**src/rtl/adc_arb_pkg.sv**
```systemverilog
// Shared types and constants for the ADC arbiter: FSM encoding, widths, channel indices
// and the saturating counter helper.
package adc_arb_pkg;

    localparam int unsigned TAG_W  = 2;
    localparam int unsigned DATA_W = 8;
    localparam int unsigned CNT_W  = 8;

    localparam logic [TAG_W-1:0] CH_VOUT   = 2'd0;
    localparam logic [TAG_W-1:0] CH_ISENSE = 2'd1;
    localparam logic [TAG_W-1:0] CH_TEMP   = 2'd2;

    typedef enum logic [2:0] {
        StIdle,
        StSettle,
        StConv,
        StWaitH,
        StWaitL,
        StRead
    } state_e;

    function automatic logic [CNT_W-1:0] sat_inc(input logic [CNT_W-1:0] v);
        return (v == '1) ? v : v + CNT_W'(1);
    endfunction

endpackage

```
**src/rtl/rr_arbiter.sv**
```systemverilog
// Round-robin index search over req, starting one past the registered pointer, with wrap.
// The pointer takes the winning index whenever the caller loads a grant.
module rr_arbiter
    import adc_arb_pkg::*;
#(
    parameter int unsigned NUM_REQ = 3
) (
    input  logic               clk,
    input  logic               reset,
    input  logic [NUM_REQ-1:0] req_i,
    input  logic               load_i,
    output logic               valid_o,
    output logic [TAG_W-1:0]   idx_o
);

    logic [TAG_W-1:0] ptr_q;
    logic [3:0]       req_ext;
    logic [TAG_W:0]   sum;

    always_comb begin
        req_ext = 4'(req_i);
        valid_o = 1'b0;
        idx_o   = '0;
        sum     = '0;
        for (int k = 1; k <= int'(NUM_REQ); k++) begin
            sum = {1'b0, ptr_q} + (TAG_W+1)'(k);
            if (sum >= (TAG_W+1)'(NUM_REQ)) begin
                sum = sum - (TAG_W+1)'(NUM_REQ);
            end
            if (!valid_o && req_ext[sum[TAG_W-1:0]]) begin
                valid_o = 1'b1;
                idx_o   = sum[TAG_W-1:0];
            end
        end
    end

    // Reset to the last index so requester 0 wins the first arbitration.
    always_ff @(posedge clk) begin
        if (reset) begin
            ptr_q <= TAG_W'(NUM_REQ - 1);
        end else if (load_i) begin
            ptr_q <= idx_o;
        end
    end

endmodule

```
**src/rtl/adc_arbiter.sv**
```systemverilog
// Shares one parallel ADC between requesters: arbitration, mux settling, CONVST/BUSY/RD-CS
// handshake and tagged sample delivery. Define ADC_ARB_TIMEOUT_EN for the busy watchdog.
module adc_arbiter
    import adc_arb_pkg::*;
#(
    parameter int unsigned NUM_REQ      = 3,
    parameter int unsigned MUX_SETTLE   = 4,
    parameter int unsigned CONV_PULSE   = 10,
    parameter int unsigned RD_PULSE     = 10,
    parameter int unsigned BUSY_TIMEOUT = 200
) (
    input  logic               clk,
    input  logic               reset,
    input  logic [NUM_REQ-1:0] req,
    output logic [NUM_REQ-1:0] grant,
    output logic               data_valid,
    output logic [DATA_W-1:0]  data_out,
    output logic [TAG_W-1:0]   data_tag,
    output logic [TAG_W-1:0]   mux_sel,
    output logic               convStart,
    output logic               rd_cs,
    input  logic               busy,
    input  logic [DATA_W-1:0]  adcVoltage,
    output logic               timeout_err
);

`ifdef ADC_ARB_TIMEOUT_EN
    localparam bit TimeoutEn = 1'b1;
`else
    localparam bit TimeoutEn = 1'b0;
`endif

    localparam logic [CNT_W-1:0] SettleLast = CNT_W'(MUX_SETTLE) - CNT_W'(1);
    localparam logic [CNT_W-1:0] ConvLast   = CNT_W'(CONV_PULSE) - CNT_W'(1);
    localparam logic [CNT_W-1:0] RdLast     = CNT_W'(RD_PULSE) - CNT_W'(1);
    localparam logic [CNT_W-1:0] BusyLast   = CNT_W'(BUSY_TIMEOUT) - CNT_W'(1);

    state_e              state_q;
    logic [CNT_W-1:0]    cnt_q;
    logic [NUM_REQ-1:0]  grant_q;
    logic [TAG_W-1:0]    mux_sel_q;
    logic [TAG_W-1:0]    tag_q;
    logic [DATA_W-1:0]   data_q;
    logic                conv_q;
    logic                rd_cs_q;
    logic                dv_q;
    logic                to_q;
    logic                busy_meta_q;
    logic                busy_s_q;
    logic                arb_valid;
    logic [TAG_W-1:0]    arb_idx;
    logic                arb_load;
    logic                wd_expired;

    assign arb_load   = (state_q == StIdle) && arb_valid;
    assign wd_expired = TimeoutEn && (cnt_q >= BusyLast);

    rr_arbiter #(
        .NUM_REQ(NUM_REQ)
    ) u_rr (
        .clk    (clk),
        .reset  (reset),
        .req_i  (req),
        .load_i (arb_load),
        .valid_o(arb_valid),
        .idx_o  (arb_idx)
    );

    always_ff @(posedge clk) begin
        if (reset) begin
            busy_meta_q <= 1'b0;
            busy_s_q    <= 1'b0;
        end else begin
            busy_meta_q <= busy;
            busy_s_q    <= busy_meta_q;
        end
    end

    // mux_sel_q doubles as the tag of the transaction in flight.
    always_ff @(posedge clk) begin
        if (reset) begin
            state_q   <= StIdle;
            cnt_q     <= '0;
            grant_q   <= '0;
            mux_sel_q <= '0;
            tag_q     <= '0;
            data_q    <= '0;
            conv_q    <= 1'b0;
            rd_cs_q   <= 1'b1;
            dv_q      <= 1'b0;
            to_q      <= 1'b0;
        end else begin
            dv_q <= 1'b0;
            to_q <= 1'b0;
            unique case (state_q)
                StIdle: begin
                    if (arb_valid) begin
                        grant_q   <= NUM_REQ'(1) << arb_idx;
                        mux_sel_q <= arb_idx;
                        cnt_q     <= '0;
                        state_q   <= (MUX_SETTLE == 0) ? StConv : StSettle;
                    end
                end
                StSettle: begin
                    if (cnt_q >= SettleLast) begin
                        cnt_q   <= '0;
                        state_q <= StConv;
                    end else begin
                        cnt_q <= sat_inc(cnt_q);
                    end
                end
                StConv: begin
                    if (!conv_q) begin
                        conv_q <= 1'b1;
                        cnt_q  <= '0;
                    end else if (cnt_q >= ConvLast) begin
                        conv_q  <= 1'b0;
                        cnt_q   <= '0;
                        state_q <= StWaitH;
                    end else begin
                        cnt_q <= sat_inc(cnt_q);
                    end
                end
                StWaitH, StWaitL: begin
                    // Watchdog count spans both busy phases; cleared only on CONV exit.
                    cnt_q <= sat_inc(cnt_q);
                    if ((state_q == StWaitH) && busy_s_q) begin
                        state_q <= StWaitL;
                    end else if ((state_q == StWaitL) && !busy_s_q) begin
                        rd_cs_q <= 1'b0;
                        cnt_q   <= '0;
                        state_q <= StRead;
                    end else if (wd_expired) begin
                        to_q    <= 1'b1;
                        grant_q <= '0;
                        state_q <= StIdle;
                    end
                end
                StRead: begin
                    if (cnt_q >= RdLast) begin
                        data_q  <= adcVoltage;
                        tag_q   <= mux_sel_q;
                        dv_q    <= 1'b1;
                        rd_cs_q <= 1'b1;
                        grant_q <= '0;
                        cnt_q   <= '0;
                        state_q <= StIdle;
                    end else begin
                        cnt_q <= sat_inc(cnt_q);
                    end
                end
                default: state_q <= StIdle;
            endcase
        end
    end

    assign grant       = grant_q;
    assign mux_sel     = mux_sel_q;
    assign data_out    = data_q;
    assign data_tag    = tag_q;
    assign data_valid  = dv_q;
    assign convStart   = conv_q;
    assign rd_cs       = rd_cs_q;
    assign timeout_err = to_q;

endmodule

```
**config.mk**
```make
export PLATFORM = sky130hd
export DESIGN_NAME = adc_arbiter
export DESIGN_NICKNAME = d
export VERILOG_FILES = /design/src/rtl/adc_arb_pkg.sv /design/src/rtl/rr_arbiter.sv /design/src/rtl/adc_arbiter.sv
export SDC_FILE = /design/constraint.sdc
export NUM_CORES = 1
export LEC_CHECK = 0
export CAP_MARGIN = 20
export CORE_MARGIN = 4
export CORE_UTILIZATION = 51
export CTS_CLUSTER_SIZE = 30
export DETAILED_ROUTE_END_ITERATION = 10
export PLACE_DENSITY_LB_ADDON = 0.05
export SKIP_LAST_GASP = 1
export SYNTH_ARGS = -nofsm -noshare
export SYNTH_HDL_FRONTEND = slang
export SYNTH_SLANG_ARGS = --single-unit
```
**constraint.sdc**
```tcl
create_clock -name clk -period 2.7 [get_ports clk]
set_input_delay 0.81 -clock clk [delete_from_list [all_inputs] [get_ports clk]]
set_output_delay 0.81 -clock clk [all_outputs]
set_load 0.02 [all_outputs]
```
==> After elaboration in Yosys (flattened, before gate mapping) <==
Index checks and enable logic that the tools add are counted.
{ "op_classes": {"add_sub_neg": 7, "magnitude_cmp": 8, "eq_ne": 14, "shifts": 1, "n_mux": 40, "bitwise_logic": 1, "reduce_logical": 20} }
{ "op_table": {"columns": ["cell", "n"], "rows": [
  ["8-bit 2-to-1 mux", 7],
  ["8-bit one-hot mux with 5 select lines", 1],
  ["3-bit 2-to-1 mux", 8],
  ["3-bit one-hot mux with 5 select lines", 1],
  ["2-bit != test, second input constant", 7],
  ["1-bit 2-to-1 mux", 12],
  ["2-bit 2-to-1 mux", 6],
  ["3-bit by 2-bit greater-or-equal comparator with 1-bit output, second input constant", 3],
  ["2-bit by 3-bit < comparator with 1-bit output, second input constant", 3],
  ["8-bit by 1-bit adder with 8-bit output, second input constant", 1],
  ["8-bit equality test, second input constant", 1],
  ["8-bit by 2-bit greater-or-equal comparator with 1-bit output, second input constant", 1],
  ["8-bit by 4-bit greater-or-equal comparator with 1-bit output, second input constant", 1],
  ["2-bit by 2-bit adder with 3-bit output, second input constant", 2],
  ["1-bit binary-select mux with 2-bit select", 3],
  ["3-bit by 2-bit equality test with 1-bit output, second input constant", 2],
  ["3-bit equality test, second input constant", 2],
  ["3-bit one-hot mux with 2 select lines", 1],
  ["2-bit AND reduction", 3],
  ["6-bit AND reduction", 1],
  ["2-bit subtractor, second input constant", 3],
  ["1-bit logical AND", 5],
  ["5-bit nonzero test", 1],
  ["4-bit AND reduction", 1],
  ["other kinds (11)", 15]
]} }
{ "word_totals": {"ff_bits": 33, "inputBits": 14, "word_cells": 103} }

==> Longest topological paths before layout <==
Gate-level depths: netlist of the first run.
{ "depth": {"depth_word": 15, "ltp_mapped": 9, "depth_no_buf": 8} }

==> By module <==
Synthesis of the first run repeated with hierarchy kept, for this count alone.
{ "hier_totals": {"hier_cells": 210, "hier_area_um2": 1835.5} }
{ "by_module_without_submodules": {"columns": ["module", "instances", "cells_per_inst", "area_per_inst_um2"], "rows": [
  ["adc_arbiter", 1, 170, 1516.5],
  ["rr_arbiter", 1, 40, 319.1]
]} }

==> Worst setup path before layout of the first run <==
OpenSTA, ideal clock, no wires.
{ "synth_path": {"path_kind": "register to register", "startpoint": "register u_rr.ptr_q[0]", "endpoint": "register cnt_q[7]", "setup_time_ns": 0.091, "t_arrival_ns": 2.147, "t_required_ns": 2.609, "setup_slack_ns": 0.462, "stages_incl_launch_ff": 10, "synth_period_minus_slack_ns": 2.238, "path_cell_list": "dfxtp_1 > inv_1 > ha_1 > buf_2 > and2_0 > o21ai_0 > and4_4 > a21oi_2 > a21o_4 > a311oi_1"} }
{ "synth_via": {"elab_chain_cells": 14, "elab_cells_between_ends": 27} }
{ "synth_lines": {"columns": ["element", "line", "rtl"], "rows": [
  ["from (decl)", "rr_arbiter.sv:16", "logic [TAG_W-1:0] ptr_q;"],
  ["from (signal assigned)", "rr_arbiter.sv:40", "ptr_q <= TAG_W'(NUM_REQ - 1);"],
  ["from (signal assigned)", "rr_arbiter.sv:42", "ptr_q <= idx_o;"],
  ["2-bit by 1-bit adder with 3-bit output", "rr_arbiter.sv:26", "sum = {1'b0, ptr_q} + (TAG_W+1)'(k);"],
  ["3-bit by 2-bit greater-or-equal comparator with 1-bit output or 2-bit subtractor (tied branches)", "rr_arbiter.sv:27, rr_arbiter.sv:28", null],
  ["2-bit 2-to-1 mux", "rr_arbiter.sv:27", "if (sum >= (TAG_W+1)'(NUM_REQ)) begin"],
  ["1-bit binary-select mux with 2-bit select", "rr_arbiter.sv:30", "if (!valid_o && req_ext[sum[TAG_W-1:0]]) begin"],
  ["1-bit 2-to-1 mux (implied by the code)", "rr_arbiter.sv:30", null],
  ["1-bit 2-to-1 mux", "rr_arbiter.sv:30", null],
  ["1-bit logical NOT", "rr_arbiter.sv:30", null],
  ["1-bit logical AND", "rr_arbiter.sv:30", null],
  ["1-bit 2-to-1 mux", "rr_arbiter.sv:30", null],
  ["1-bit logical NOT", "rr_arbiter.sv:30", null],
  ["1-bit logical AND", "rr_arbiter.sv:30", null],
  ["1-bit 2-to-1 mux (*)", "rr_arbiter.sv:30", null],
  ["2-bit != test (no line) (*)", null, null],
  ["2-bit AND reduction (no line) (*)", null, null],
  ["to (signal assigned)", "adc_arbiter.sv:109", "cnt_q <= sat_inc(cnt_q);"],
  ["to (signal assigned)", "adc_arbiter.sv:121", "cnt_q <= sat_inc(cnt_q);"],
  ["to (signal assigned)", "adc_arbiter.sv:126", "cnt_q <= sat_inc(cnt_q);"],
  ["to (decl)", "adc_arbiter.sv:39", "logic [CNT_W-1:0] cnt_q;"]
]} }
Mark *: on every way between the ends. The rest lies on a longest branch, timed or not. The select of a mux whose other input is x is not followed.
A chain may end at the register's enable or synchronous reset.

==> Final worst setup path of the first run <==
{ "layout_path": {"startpoint": "input req[2]", "endpoint": "register cnt_q[3]"} }
{ "layout_via": {"elab_chain_cells": 11, "elab_cells_between_ends": 15} }
{ "layout_lines": {"columns": ["element", "line", "rtl"], "rows": [
  ["from (decl)", "adc_arbiter.sv:14", "input logic [NUM_REQ-1:0] req,"],
  ["1-bit binary-select mux with 2-bit select", "rr_arbiter.sv:30", null],
  ["1-bit 2-to-1 mux (implied by the code)", "rr_arbiter.sv:30", null],
  ["1-bit 2-to-1 mux", "rr_arbiter.sv:30", null],
  ["1-bit logical NOT", "rr_arbiter.sv:30", null],
  ["1-bit logical AND", "rr_arbiter.sv:30", null],
  ["1-bit 2-to-1 mux", "rr_arbiter.sv:30", null],
  ["1-bit logical NOT", "rr_arbiter.sv:30", null],
  ["1-bit logical AND", "rr_arbiter.sv:30", null],
  ["1-bit 2-to-1 mux (*)", "rr_arbiter.sv:30", null],
  ["2-bit != test (no line) (*)", null, null],
  ["2-bit AND reduction (no line) (*)", null, null]
]} }
Marked as above.

==> qor.txt, run 1 <==
Status: complete, no violations
Core area: 3150 µm²
Final Skew: 0.00669 ns
Setup violations, final: 0
Mapped cell area: 1740 µm²
Max Slew Vio Count: 0
Clock latency on the worst-skew pair: 0.31 ns
Final Hold Vio Count: 0
Total CTS buffers: 5
Peak fanout along the critical path: 6
Via density: 5.43
1st-iter DRT viols: 76
# clock sinks: 32
Max-cap violations: 0
Tmin final: 2.40 ns
DRC Markers: 0
Tightest Hold Check Type: register to register
First-pass GRT wire length: 6.33 mm
Worst hold stages: 1
Hold-fix buffers, CTS: 0
Starting Density: 55.2%
Fill count: 290
Reg2Reg Setup Slack: 0.37 ns
CTS max path bufs: 2
Row cnt: 20
N_diodes: 0
Seq/Total Area, Yosys: 36.8%
Hpwl dp: 2.83 mm
Maximum vdd drop: 0.466 mV
CTS tree: built
CP Class: input pin to register
Number of synthesized flops with an enable pin: 0
WL final: 3.66 mm
Startpoint types: input pin
TritonRoute pass-1 iters: 4
H-tree Lvls: 2
Area growth syn-to-layout: 22.3%
Die X: 66.4 µm
Lkg Pwr: 0.901 nW
Total gr overflow: 0
Setup Fix Bufs, Post-CTS: 0
Syn Area/Cell: 8.41 µm²
Finished Layout Cells: 286
Num ports: 33
Crit path required time: 2.95 ns
Die Span Y: 66.4 µm
Post-CTS sizing: 0
ANT nets after route: 0
Warning count from the yosys run: 0
Tcrit/Tclk final: 88.9%
Synth Register Bits: 32
Unrepaired setup endpoints after global routing: no
Fmax: 0.417 GHz
Wire per inst: 12.8 µm
Post-Syn Instances: 207
Routability congestion estimate: 0.819
GR Util All Layers: 18.1%
Area of the die: 4410 µm²
Cell count after placement: 278
PortBufs: 31
Via count: 1553
Share of layout cells above drive strength 1: 11.2%
Initial antenna violation count: 0
Largest net degree at the start of global routing: 15
Critical Path AT: 2.65 ns
Synthesized net count: 227
Primary FF master, synth: dfxtp_1
R2R depth: 8
Vias in the first global route: 1500
Clk slew on worst S/H paths: 0.10 ns
CTS root buf: clkbuf_4
Crit path capture type: register
Synth async-reset ratio: 0%
Total Nets Final: 261
Total Neg Setup Slack: 0 ns
Power Density: 700 nW/µm²
Synth cell types: 50
[placed cells by master (no fill, tap or decap), types with 2 or more instances in the layout]
cell type        netlist  layout
a21boi_0               2       2
a21oi_1               18      18
a311oi_1               2       2
and3_1                 3       3
buf_4                  4       6
clkbuf_1               2       2
clkbuf_4               0       5
clkdlybuf4s50_1        0      31
dfxtp_1               32      32
ha_1                   6       6
inv_1                  9       9
mux2_2                 2       2
mux2i_1               11      11
nand2_1               18      18
nand2b_1               5       5
nand3_1                8       8
nor2_1                26      26
nor2b_1                6       6
nor3_1                 6       6
o21ai_0                8       8
o21bai_1               2       2
o22ai_1                2       2
or2b_2                 2       2
or3_1                  4       4
[synthesized netlist by cell type, types with 5 or more instances]
cell type  count  area [µm²]
nor2_1        26        97.6
mux2i_1       11         110
dfxtp_1       32         641
ha_1           6        75.1
o21ai_0        8        40.0
nor3_1         6        30.0
nand2b_1       5        31.3
nand3_1        8        40.0
nor2b_1        6        37.5
nand2_1       18        67.6
inv_1          9        33.8
a21oi_1       18        90.1
[registers in the layout, summed over array words and instances, names as in the netlist]
name,flops
cnt_q,8
state_q,3
u_rr.ptr_q,2
mux_sel,1
convStart,1
data_out,8
data_tag,2
grant,3
busy_s_q,1
rd_cs,1
data_valid,1
busy_meta_q,1
[metal layers]
layer | up-vias | global-route usage [%] | share of wire (%)
li1 | 785 | - | -
met1 | 729 | 20.7 | 45
met2 | 37 | 32.1 | 49
met3 | 2 | 6.80 | 5.5
met4 | 0 | 3.05 | 0.41
met5 | - | 0 | 0
[per-stage QoR]
stage / worst slack (ns) / util [%] / power, mW / hold WS, ns / area, µm²
final: 0.299 / 67.5 / 1.49 / 0.454 / 2130
after global routing: 0.179 / 67.5 / 1.59 / 0.477 / 2130
after CTS: 0.317 / 67.5 / 1.50 / 0.460 / 2130
after detailed placement: -0.00815 / 65.6 / 1.22 / 0.441 / 2070
after global placement: 0.0579 / 65.6 / 1.20 / 0.416 / 2070
after floorplan: 0.462 / - / 1.05 / 0.414 / 1740
[kinds of logic (layout without fill, tap and decap cells)]
| logic type | count (synthesis) | count (layout) | synth area share (%) |
|---|---|---|---|
| and+or+nand+nor | 87 | 87 | 25.1 |
| AOI/OAI and AO/OA | 48 | 48 | 18.8 |
| DFF | 32 | 32 | 36.8 |
| buffers and inverters | 19 | 54 | 6.61 |
| muxes | 13 | 13 | 7.62 |
| adders and majority gates | 6 | 6 | 4.31 |
| other | 1 | 1 | 0.215 |
| xor gates and xnor gates | 1 | 1 | 0.503 |
[worst max-delay path: stages]
cell and delay [ns]:
clkdlybuf4s50_1 0.54, nand2_1 0.10, a31o_2 0.27, and4_4 0.21
a21o_1 0.23, or3_1 0.35, a21oi_1 0.14
[report_power, final]
group / switching, mW / leakage (nW) / total [mW] / internal, mW
registers: 0.0484 / 0.260 / 0.567 / 0.519
clock network: 0.146 / 0.0326 / 0.275 / 0.128
logic: 0.359 / 0.609 / 0.649 / 0.290
total: 0.553 / 0.901 / 1.49 / 0.937
[worst paths after layout]
path                                  to           from
worst max-delay path            cnt_q[3]         req[2]
worst min register to register  busy_s_q    busy_meta_q
worst max register to register  cnt_q[6]  u_rr.ptr_q[0]
worst min-delay path            busy_s_q    busy_meta_q
[final cells by class]
cell class / instances / area (µm²) / area share [%]
Sequential cell: 32 / 641 / 30.1
Multi-Input combinational cell: 156 / 985 / 46.3
Timing Repair Buffer: 37 / 355 / 16.7
Clock buffer: 8 / 58.8 / 2.76
Tap cell: 44 / 55.1 / 2.59
Inverter: 9 / 33.8 / 1.59
(Power assumes the default switching activity.)
==> run 2: changes to the inputs <==
- RECOVER_POWER: default -> 50
- SLEW_MARGIN: default -> 5
==> qor.txt, run 2 (same netlist as run 1, synthesis figures left out) <==
Cell count after placement: 278 (unchanged)
Area of the die: 4410 µm² (unchanged)
Die X: 66.4 µm (unchanged)
Row cnt: 20 (unchanged)
Peak fanout along the critical path: 6 (unchanged)
Routability congestion estimate: 0.819 (unchanged)
Total CTS buffers: 5 (unchanged)
Finished Layout Cells: 286 (unchanged)
Max-cap violations: 0 (unchanged)
GRT Max-Usage Layer: met2
Lkg Pwr: 0.952 nW (+5.6%)
Max Slew Vio Count: 0 (unchanged)
CTS root buf: clkbuf_4
# clock sinks: 32 (unchanged)
Die Span Y: 66.4 µm (unchanged)
Global routing usage on met1: 20.7% (unchanged)
WL final: 3.66 mm (about the same)
Clock latency on the worst-skew pair: 0.31 ns (about the same)
Tightest Hold Check Type: register to register
CTS tree: built
Vias in the first global route: 1500 (unchanged)
Largest net degree at the start of global routing: 15 (unchanged)
Fin util: 67.4% (-0.079 points)
Clk slew on worst S/H paths: 0.10 ns (about the same)
Share of layout cells above drive strength 1: 10.7% (-0.41 points)
PortBufs: 31 (unchanged)
Power Density: 697 nW/µm² (-0.49%)
Fin worst setup slack: 0.299 ns (-0.000287 ns)
Maximum vdd drop: 0.467 mV (about the same)
Status: complete, no violations
DRC Markers: 0 (unchanged)
N_diodes: 0 (unchanged)
Core area: 3150 µm² (unchanged)
Tmin final: 2.40 ns (+0.000287 ns)
H-tree Lvls: 2 (unchanged)
Tcrit/Tclk final: 88.9% (about the same)
Hold-fix buffers, CTS: 0 (unchanged)
Most common cell after layout, fill and taps aside: dfxtp_1
DP Worst Slack: -0.00815 ns (unchanged)
Final Hold Vio Count: 0 (unchanged)
Initial antenna violation count: 0 (unchanged)
Area growth syn-to-layout: 22.1%
Starting Density: 55.2% (unchanged)
Setup Fix Bufs, Post-CTS: 0 (unchanged)
Least-Margin Pin Slew: 0.640 ns
Via count: 1544 (-0.58%)
Met3 GRT Util: 6.80% (unchanged)
Slew Limit Headroom: 57.2%
Reg2Reg Setup Slack: 0.33 ns (-0.04 ns)
Crit path required time: 2.95 ns (about the same)
CTS max path bufs: 2 (unchanged)
TritonRoute pass-1 iters: 4 (unchanged)
GR Util All Layers: 18.1% (unchanged)
Final Skew: 0.00665 ns (-0.0000420 ns)
Fmax: 0.417 GHz (about the same)
Commonest non-fill, non-tap cells in the layout: dfxtp_1 (32), nor2_1 (26), nand2_1 (19), a21oi_1 (18), dlygate4sd3_1 (18)
Wire per inst: 12.8 µm (about the same)
Total chip power: 1.48 mW (-0.61%)
First-pass GRT wire length: 6.33 mm (unchanged)
Unrepaired setup endpoints after global routing: no
Total Nets Final: 261 (unchanged)
Post-CTS sizing: 0 (unchanged)
Via density: 5.40 (-0.58%)
Setup violations, final: 0 (unchanged)
Startpoint types: input pin
ANT nets after route: 0 (unchanged)
Critical Path AT: 2.65 ns (about the same)
Fill count: 291 (+0.34%)
1st-iter DRT viols: 76 (unchanged)
CP Class: input pin to register
GRT met2 Usage: 32.1% (unchanged)
Crit path capture type: register
Num ports: 33 (unchanged)
Total gr overflow: 0 (unchanged)
Hpwl dp: 2.83 mm (unchanged)
==> run 2: cell count changes in the layout (fill, tap and decap cells not counted) <==
cell	before	now
dlygate4sd3_1	0	18
nand2_1	18	19
nand2_2	1	0
clkdlybuf4s50_1	31	13
==> run 2: critical path, stage by stage <==
cell             delay (ns)
clkdlybuf4s50_1        0.54
nand2_1                0.10
a31o_2                 0.27
and4_4                 0.21
a21o_1                 0.23
or3_1                  0.35
a21oi_1                0.14
==> run 2: path summary, 6_finish.rpt <==
path,cells after the start,startpoint,end
worst max-delay path,7,req[2],cnt_q[3]
worst min-delay path,1,busy_meta_q,busy_s_q
worst max register to register,8,cnt_q[1],grant[0]
worst min register to register,1,busy_meta_q,busy_s_q
==> run 2: where the power goes <==
| part | switching (mW) | total [mW] | internal [mW] |
|---|---|---|---|
| logic | 0.358 | 0.641 | 0.283 |
| registers | 0.0472 | 0.566 | 0.519 |
| clock network | 0.146 | 0.275 | 0.128 |
==> run 2: area by class of cell <==
class	count	area, µm²	share of cell area, %
clock buffers	8	58.8	2.77
inverters	9	33.8	1.59
multi-input cells	156	982	46.2
flip-flops and latches	32	641	30.1
well taps	44	55.1	2.59
repair buffers	37	355	16.7
==> run 2: metal layers <==
metal / up-vias / part of all wire [%]
met5: - / 0
li1: 785 / -
met4: 0 / 0.41
met2: 36 / 49
met3: 2 / 5.8
met1: 721 / 45
==> run 2: stage by stage <==
step	cell area, µm²	setup TNS (ns)	hold slack, ns
after detailed placement	2070	-0.00815	0.441
after global routing	2130	0	0.477
after global placement	2070	0	0.416
after floorplan	1740	0	0.414
after CTS	2130	0	0.460
final	2130	0	0.453
==> run 3: changes to the inputs <==
- clock period: 2.7 -> 2.5 ns (I/O delays scaled with it)
==> qor.txt, run 3 (same netlist as run 1, synthesis figures left out) <==
Largest net degree at the start of global routing: 15 (unchanged)
Area growth syn-to-layout: 24.9%
WL final: 3.83 mm (+4.7%)
Setup Fix Bufs, Post-CTS: 0 (unchanged)
Initial antenna violation count: 0 (unchanged)
Worst hold stages: 1 (unchanged)
Starting Density: 55.2% (unchanged)
Startpoint types: register
Total Neg Setup Slack: 0 ns (unchanged)
Hpwl dp: 2.89 mm (+1.9%)
Num ports: 33 (unchanged)
Max Slew Vio Count: 0 (unchanged)
Via density: 5.48 (+1.6%)
Die X: 66.4 µm (unchanged)
Vias in the first global route: 1592 (+6.1%)
Fin area: 2170 µm² (+2.2%)
ANT nets after route: 0 (unchanged)
N_diodes: 0 (unchanged)
Row cnt: 20 (unchanged)
R2R Path Start: u_rr.ptr_q[1]
Post-CTS sizing: 0 (unchanged)
Setup violations, final: 0 (unchanged)
Clk slew on worst S/H paths: 0.10 ns (about the same)
DRC Markers: 0 (unchanged)
Crit-path cells: inv_1 -> ha_1 -> mux2_2 -> nand2_1 -> and4_4 -> a21oi_2 -> a21o_4 -> a311oi_1
PortBufs: 31 (unchanged)
Critical path's largest stage delay: 0.45 ns (-0.09 ns)
Crit path required time: 2.74 ns (-0.21 ns)
Max-cap violations: 0 (unchanged)
Hold wc startpoint: busy_meta_q
Routability congestion estimate: 0.795 (-2.9%)
Total Nets Final: 265 (+1.5%)
Most common cell after layout, fill and taps aside: dfxtp_1
CP top delay family: compound AO/OA/AOI/OAI gates
Core area: 3150 µm² (unchanged)
Hold Path End: busy_s_q
Hold-fix buffers, CTS: 0 (unchanged)
GR Util All Layers: 19.6% (+1.6 points)
Met2 routed wirelength: 1.90 mm (+6.8%)
Worst hold margin: 0.446 ns (-0.00733 ns)
Critical Path AT: 2.53 ns (-0.12 ns)
Final Hold Vio Count: 0 (unchanged)
CTS max path bufs: 2 (unchanged)
Clock latency on the worst-skew pair: 0.33 ns (+0.02 ns)
Maximum vdd drop: 0.474 mV (+1.7%)
H-tree Lvls: 2 (unchanged)
Worst path slowest cell: ha_1
Tcrit/Tclk final: 91.6%
Tightest Hold Check Type: register to register
Fin util: 68.9% (+1.5 points)
Fmax: 0.437 GHz
WL met3: 232 µm (+10%)
Power Density: 798 nW/µm² (+14%)
Die Span Y: 66.4 µm (unchanged)
Wire per inst: 13.2 µm (+3.3%)
Unrepaired setup endpoints after global routing: no
Peak fanout along the critical path: 11 (+5)
CTS root buf: clkbuf_4
Final Skew: 0.00788 ns (+0.00122 ns)
Status: complete, no violations
M1 WL: 1.65 mm (-0.12%)
R2R depth: 8 (unchanged)
CTS tree: built
Reg2Reg Setup Slack: 0.21 ns (-0.12 ns)
Commonest non-fill, non-tap cells in the layout: dfxtp_1 (32), nor2_1 (26), nand2_1 (18), a21oi_1 (18), dlygate4sd3_1 (18)
Crit path capture type: register
Worst Path Buf+Inv: 1 (unchanged)
Total CTS buffers: 5 (unchanged)
Highest Signal Layer: met4
Total gr overflow: 0 (unchanged)
First-pass GRT wire length: 6.85 mm (+8.2%)
# clock sinks: 32 (unchanged)
Share of layout cells above drive strength 1: 12.6% (+1.9 points)
Crit Reg-Reg Endpoint: cnt_q[6]
TritonRoute pass-1 iters: 4 (unchanged)
CP Class: register to register
1st-iter DRT viols: 131 (+72%)
Lkg Pwr: 0.977 nW (+2.6%)
Via count: 1590 (+3.0%)
Dpl cell area: 2100 µm² (+1.5%)
Area of the die: 4410 µm² (unchanged)
Tmin final: 2.29 ns
-- run 3: changes by cell type in the layout (fill, tap and decap cells not counted) --
cell	previous run	this run
bufinv_16	0	1
clkinv_2	0	1
nand2_2	0	1
o31ai_1	1	0
nand2_1	19	18
buf_4	6	8
clkbuf_8	1	0
o31ai_2	0	1
clkbuf_1	2	3
-- run 3: worst max-delay path by stage --
stage	startpoint	endpoint	slack, ns	cells after the start
after floorplan	u_rr.ptr_q[0]	cnt_q[7]	0.26	9
after global placement	req[2]	cnt_q[3]	-0.06	7
after detailed placement	req[2]	cnt_q[6]	-0.11	8
after CTS	u_rr.ptr_q[1]	cnt_q[6]	0.21	8
after global routing	u_rr.ptr_q[1]	mux_sel[1]	0.03	9
final	u_rr.ptr_q[1]	cnt_q[6]	0.21	8
-- run 3: power breakdown --
part / internal [mW] / switching (mW)
Sequential: 0.560 / 0.0545
Combinational: 0.338 / 0.400
Clock: 0.210 / 0.170
Total: 1.11 / 0.625
-- run 3: through the flow --
step / power [mW] / cells / worst slack (ns)
finish: 1.73 / 290 / 0.211
global route: 1.86 / 290 / 0.0328
floorplan: 1.13 / 207 / 0.262
CTS: 1.75 / 290 / 0.215
global placement: 1.34 / 282 / -0.0551
detailed placement: 1.36 / 282 / -0.108
-- run 3: final cells by class --
type / instances / area, µm²
Clock buffer: 6 / 41.3
Inverter: 9 / 33.8
Timing Repair Buffer: 41 / 378
Tap cell: 44 / 55.1
Sequential cell: 32 / 641
Clock inverter: 2 / 35.0
Multi-Input combinational cell: 156 / 990
Fill cell: 280 / 980
-- run 3: metal layers --
layer / vias to the layer above / global-route usage, %
met5: - / 0
met4: 0 / 6.09
met3: 6 / 5.27
met2: 50 / 33.6
met1: 735 / 23.7
li1: 799 / -
